File: config.mk
export PLATFORM = sky130hd
export DESIGN_NAME = music_beat_ctrl
export DESIGN_NICKNAME = d
export VERILOG_FILES = /design/src/rtl/music_pkg.sv /design/src/rtl/beat_tick_gen.sv /design/src/rtl/music_beat_ctrl.sv
export SDC_FILE = /design/constraint.sdc
export NUM_CORES = 1
export LEC_CHECK = 0
export CORE_MARGIN = 2
export CORE_UTILIZATION = 50
export CTS_CLUSTER_SIZE = 28
export DETAILED_ROUTE_END_ITERATION = 10
export PLACE_DENSITY = 0.73
export SKIP_LAST_GASP = 1
export SLEW_MARGIN = 20
export SYNTH_ARGS = -nofsm -noshare
export SYNTH_HDL_FRONTEND = slang
export SYNTH_SLANG_ARGS = --single-unit
File: constraint.sdc
create_clock -name clk -period 6.43 [get_ports clk]
set_input_delay 0.643 -clock clk [delete_from_list [all_inputs] [get_ports clk]]
set_output_delay 0.643 -clock clk [all_outputs]
set_load 0.05 [all_outputs]
File: src/rtl/music_pkg.sv
// Shared types and constants for the music beat sequencer.
package music_pkg;

  typedef enum logic [1:0] {
    ST_IDLE  = 2'd0,
    ST_PLAY  = 2'd1,
    ST_PAUSE = 2'd2
  } state_t;

  localparam int BEAT_W_DEF = 10;
  // Tone frequency the downstream path substitutes while mute is high
  localparam int SILENCE_HZ = 20000;

endpackage

File: src/rtl/beat_tick_gen.sv
// Prescaler for the beat sequencer: counts 0..tc while enabled, flags the
// terminal count and wraps back to zero on it.
module beat_tick_gen #(
  parameter int CW = 4
) (
  input  logic          clk,
  input  logic          rst,
  input  logic          clear,
  input  logic          en,
  input  logic [CW-1:0] tc,
  output logic          tick
);

  logic [CW-1:0] cnt;

  assign tick = (cnt == tc);

  always_ff @(posedge clk) begin
    if (rst || clear) begin
      cnt <= '0;
    end else if (en) begin
      cnt <= tick ? '0 : cnt + 1'b1;
    end
  end

endmodule

File: src/rtl/music_beat_ctrl.sv
// Beat sequencer producing the quarter-beat index for the tone ROMs.
// Optional MUSIC_TEMPO_ADJ_EN adds tempo_sel (x1/x2/x0.5), sampled at start.
module music_beat_ctrl
  import music_pkg::*;
#(
  parameter int CLK_HZ  = 100_000_000,
  parameter int BEAT_HZ = 8,
  parameter int BEAT_W  = BEAT_W_DEF
) (
  input  logic              clk,
  input  logic              rst,
  input  logic              start,
  input  logic              stop,
  input  logic              pause,
  input  logic              loop_en,
  input  logic [BEAT_W-1:0] song_last,
`ifdef MUSIC_TEMPO_ADJ_EN
  input  logic [1:0]        tempo_sel,
`endif
  output logic [BEAT_W-1:0] beat_num,
  output logic              playing,
  output logic              mute,
  output logic              done,
  output logic              wrap
);

  localparam int TICK_DIV = CLK_HZ / BEAT_HZ;
  // Wide enough for the slowest tempo terminal count, 2*TICK_DIV-1
  localparam int CW = $clog2(2 * TICK_DIV);
  localparam logic [CW-1:0] TC_X1 = CW'(TICK_DIV - 1);

  state_t            state_q;
  logic [BEAT_W-1:0] last_q;
  logic [CW-1:0]     tc;
  logic              tick;
  logic              count_en;
  logic              clear;

`ifdef MUSIC_TEMPO_ADJ_EN
  localparam logic [CW-1:0] TC_X2  = CW'(TICK_DIV / 2 - 1);
  localparam logic [CW-1:0] TC_X05 = CW'(2 * TICK_DIV - 1);
  logic [CW-1:0] tc_q;

  always_ff @(posedge clk) begin
    if (rst) begin
      tc_q <= TC_X1;
    end else if (start && !stop) begin
      case (tempo_sel)
        2'b01:   tc_q <= TC_X2;
        2'b10:   tc_q <= TC_X05;
        default: tc_q <= TC_X1;
      endcase
    end
  end

  assign tc = tc_q;
`else
  assign tc = TC_X1;
`endif

  assign clear    = stop || start;
  assign count_en = (state_q == ST_PLAY) && !stop && !start && !pause;

  beat_tick_gen #(.CW(CW)) u_tick (
    .clk   (clk),
    .rst   (rst),
    .clear (clear),
    .en    (count_en),
    .tc    (tc),
    .tick  (tick)
  );

  always_ff @(posedge clk) begin
    if (rst) begin
      state_q  <= ST_IDLE;
      beat_num <= '0;
      last_q   <= '0;
      playing  <= 1'b0;
      mute     <= 1'b1;
      done     <= 1'b0;
      wrap     <= 1'b0;
    end else begin
      done <= 1'b0;
      wrap <= 1'b0;
      if (stop) begin
        state_q  <= ST_IDLE;
        beat_num <= '0;
        playing  <= 1'b0;
        mute     <= 1'b1;
      end else if (start) begin
        state_q  <= ST_PLAY;
        beat_num <= '0;
        last_q   <= song_last;
        playing  <= 1'b1;
        mute     <= 1'b0;
      end else begin
        case (state_q)
          ST_PLAY: begin
            if (pause) begin
              state_q <= ST_PAUSE;
              playing <= 1'b0;
              mute    <= 1'b1;
            end else if (tick) begin
              if (beat_num < last_q) begin
                beat_num <= beat_num + 1'b1;
              end else if (loop_en) begin
                beat_num <= '0;
                wrap     <= 1'b1;
              end else begin
                state_q  <= ST_IDLE;
                beat_num <= '0;
                playing  <= 1'b0;
                mute     <= 1'b1;
                done     <= 1'b1;
              end
            end
          end
          ST_PAUSE: begin
            if (!pause) begin
              state_q <= ST_PLAY;
              playing <= 1'b1;
              mute    <= 1'b0;
            end
          end
          default: ;
        endcase
      end
    end
  end

endmodule

==> run summary <==
===========================================================================================
Initial DRT Pass Iterations                                                               4
Final-layout fill cell count                                                            468
Leading post-synthesis cells by cell area                                      dfxtp_1 39%, xnor2_1 7.2%, nand2_1 6.2%
Number of H-tree levels                                                                   2
Post-detailed-routing wire length                                                   5350 um
Share of layout cells above drive strength 1                                          3.79%
Total vias in the final route                                                         2,222
Arrival time at the worst endpoint                                                  3.06 ns
Number of top-level design ports                                                         30
Number of DRC violations after detailed routing                                           0
Cell accounting for the most synthesized area                                       dfxtp_1
Global-route wire length before repair                                              9250 um
Leak pwr                                                                           0.945 nW
Post-synthesis async set-or-reset flop share                                             0%
Path class of the lowest-slack min-delay path                                  register to register
Number of setup violations in the final report                                            0
Die ar.                                                                           5680 um^2
Crit-path max FO                                                                         11
Total number of yosys warnings                                                            0
Gates resized, CTS repair                                                                 0
Synthesis-to-layout area growth                                                       18.6%
Slew headroom                                                                         45.6%
Final antenna diode count                                                                 0
Status                                                                            completed
Horizontal extent of the die                                                        75.4 um
Effective utilization at floorplan                                                    52.9%
CTS tree                                                                                yes
Floorplan die height                                                                75.4 um
Worst Max-Slew Pin Slew                                                            0.816 ns
RSZ-0062 raised after global routing                                                     no
WL/cell                                                                             13.1 um
Final Cycle Share                                                                     44.0%
Clock transition at the registers of the reported paths                             0.09 ns
Overall track demand over capacity in global routing                                  20.8%
Clock latency on the worst-skew pair                                                0.30 ns
Final Hold Vio Count                                                                      0
Number of antenna violations at the first check in global routing                         0
Count of input and output buffers                                                        29
Data required time of the worst path                                                6.66 ns
Detail-routed via count per cell                                                       5.42
Total clock buffers created by CTS                                                        5
Total placed cells including tap cells                                                  402
Unique masters post-synth                                                                39
Pin count of the biggest net entering global routing                                     24
Buffers from clock root to sink, at most                                                  2
Clock tree skew after final layout                                               0.00859 ns
Syn nets                                                                                344
Final Wtd Congestion                                                                  0.831
Launching element type of the critical path                                       input pin
Maximum VDD drop                                                                     130 uV
Area fraction of the dominant cell type after synthesis                               39.3%
Aggregate negative setup slack                                                         0 ns
Netlist area before placement                                                     2550 um^2
Critical path start-end classification                                         input pin to register
Detail Placement HPWL                                                               3830 um
Post-CTS Setup Inserts                                                                    0
Nature of the critical path endpoint                                               register
Sink Count                                                                               50
Count of hold-fix buffers inserted at cts                                                 0
Post-detailed-route count of antenna-violating nets                                       0
Non-filler instance count after layout                                                  410
Mapped Cells                                                                            317
Most used flip-flop cell after synthesis                                            dfxtp_1
Number of pins exceeding their max-slew limit in the final report                         0
Yosys reg bits                                                                           50
Number of design-rule violations left by the first detailed-router iteration            116
Number of flops mapped to enable cells by yosys                                           0
PwrDens                                                                         205 nW/um^2
Shortest period the worst path allows                                               2.83 ns
Synthesized area divided by synthesized cell count                                8.03 um^2
Max-cap violations                                                                        0
Seq/Total Area, Yosys                                                                 39.3%
Overflow left after global routing                                                        0
Buffer type at the clock tree root                                                 clkbuf_8
FP Rows                                                                                  25
Core outline area                                                                 4820 um^2
Number of nets in the final layout                                                      369
Timing-limited maximum frequency                                                    353 MHz
Via count of the first global-routing pass                                            2,057
===========================================================================================
## worst max-delay path, cell delays in order
cell and delay [ns]:
clkdlybuf4s50_1 0.51, or3b_1 0.42, or4_4 0.58, a21oi_1 0.66, nor3b_1 0.24
## final timing paths
kind | end | cells after the start | start | slack (ns)
hold / removal | last_q[2] | 2 | last_q[2] | 0.46
setup reg to reg | u_tick.cnt[13] | 6 | u_tick.cnt[0] | 3.90
hold reg to reg | last_q[2] | 2 | last_q[2] | 0.46
setup / recovery | done | 5 | pause | 3.60
## synth_stat cells, types with 3 or more instances
library cell and count:
a211oi_1 6, a21oi_1 19, and3_1 5, and4_1 4
clkbuf_1 8, dfxtp_1 50, ha_1 11, inv_1 16
nand2_1 42, nand2b_1 3, nand3_1 15, nand4_1 12
nor2_1 37, nor3_1 11, nor4_1 9, o21ai_0 9
or3_1 8, xnor2_1 21, xor2_1 5
## sequential cells by signal, indices dropped and copies added (netlist names)
name / count
state_q: 1
done: 1
mute: 1
wrap: 1
playing: 1
beat_num: 10
u_tick.cnt: 25
last_q: 10
## kinds of logic after synthesis
| logic type | synth area share (%) |
|---|---|
| and+or+nand+nor | 32.4 |
| DFF | 39.3 |
| AOI/OAI and AO/OA | 9.83 |
| buffers and inverters | 4.08 |
| xor gates and xnor gates | 8.94 |
| adders and majority gates | 5.41 |
## layout make-up
class	count	area (um^2)	share of cell area (%)
inverters	16	60.1	1.99
clock inverters	2	60.1	1.99
well taps	67	83.8	2.78
multi-input cells	240	1440	47.7
clock buffers	6	82.6	2.74
repair buffers	29	290	9.61
flip-flops and latches	50	1000	33.2
## report_power, final
part	total, mW	switching (mW)	internal, mW
clock network	0.268	0.102	0.166
logic	0.0373	0.0208	0.0165
registers	0.315	0.00195	0.313
total	0.620	0.125	0.495
## metrics by stage
| step | setup WS [ns] | power [mW] | hold slack [ns] | area, um^2 | utilization, % |
|---|---|---|---|---|---|
| floorplan | 3.98 | 0.343 | 0.436 | 2550 | - |
| detailed placement | 3.28 | 0.360 | 0.448 | 2880 | 59.7 |
| global placement | 3.33 | 0.359 | 0.443 | 2880 | 59.7 |
| global route | 3.43 | 0.641 | 0.473 | 3020 | 62.7 |
| finish | 3.60 | 0.620 | 0.457 | 3020 | 62.7 |
| CTS | 3.59 | 0.626 | 0.460 | 3020 | 62.7 |
## layer usage
| metal | routed length [um] | share of wire, % | GRT usage [%] |
|---|---|---|---|
| met1 | 2740 | 51 | 29.4 |
| met2 | 2330 | 44 | 32.8 |
| met3 | 211 | 3.9 | 3.57 |
| met4 | 68 | 1.3 | 6.24 |
| met5 | 0 | 0 | 0 |
## placed cells by master (no fill, tap or decap), types with 2 or more instances in the layout
cell and n:
nor3_1 11, and3_1 5, nand3_1 15, xor2_1 5
o21ai_0 9, nor4_1 9, a211oi_1 6, ha_1 11
bufinv_16 2, nor4b_1 2, or4_4 2, clkdlybuf4s50_1 29
nor4bb_1 2, dfxtp_1 50, nor2_1 37, nand4_1 12
or3_1 8, inv_1 16, a21oi_1 19, o31ai_1 2
nor3b_1 2, nand2_1 42, clkbuf_8 6, xnor2_1 21
and4_1 4, nand2b_1 3
Power figures use the tool's default switching activity.
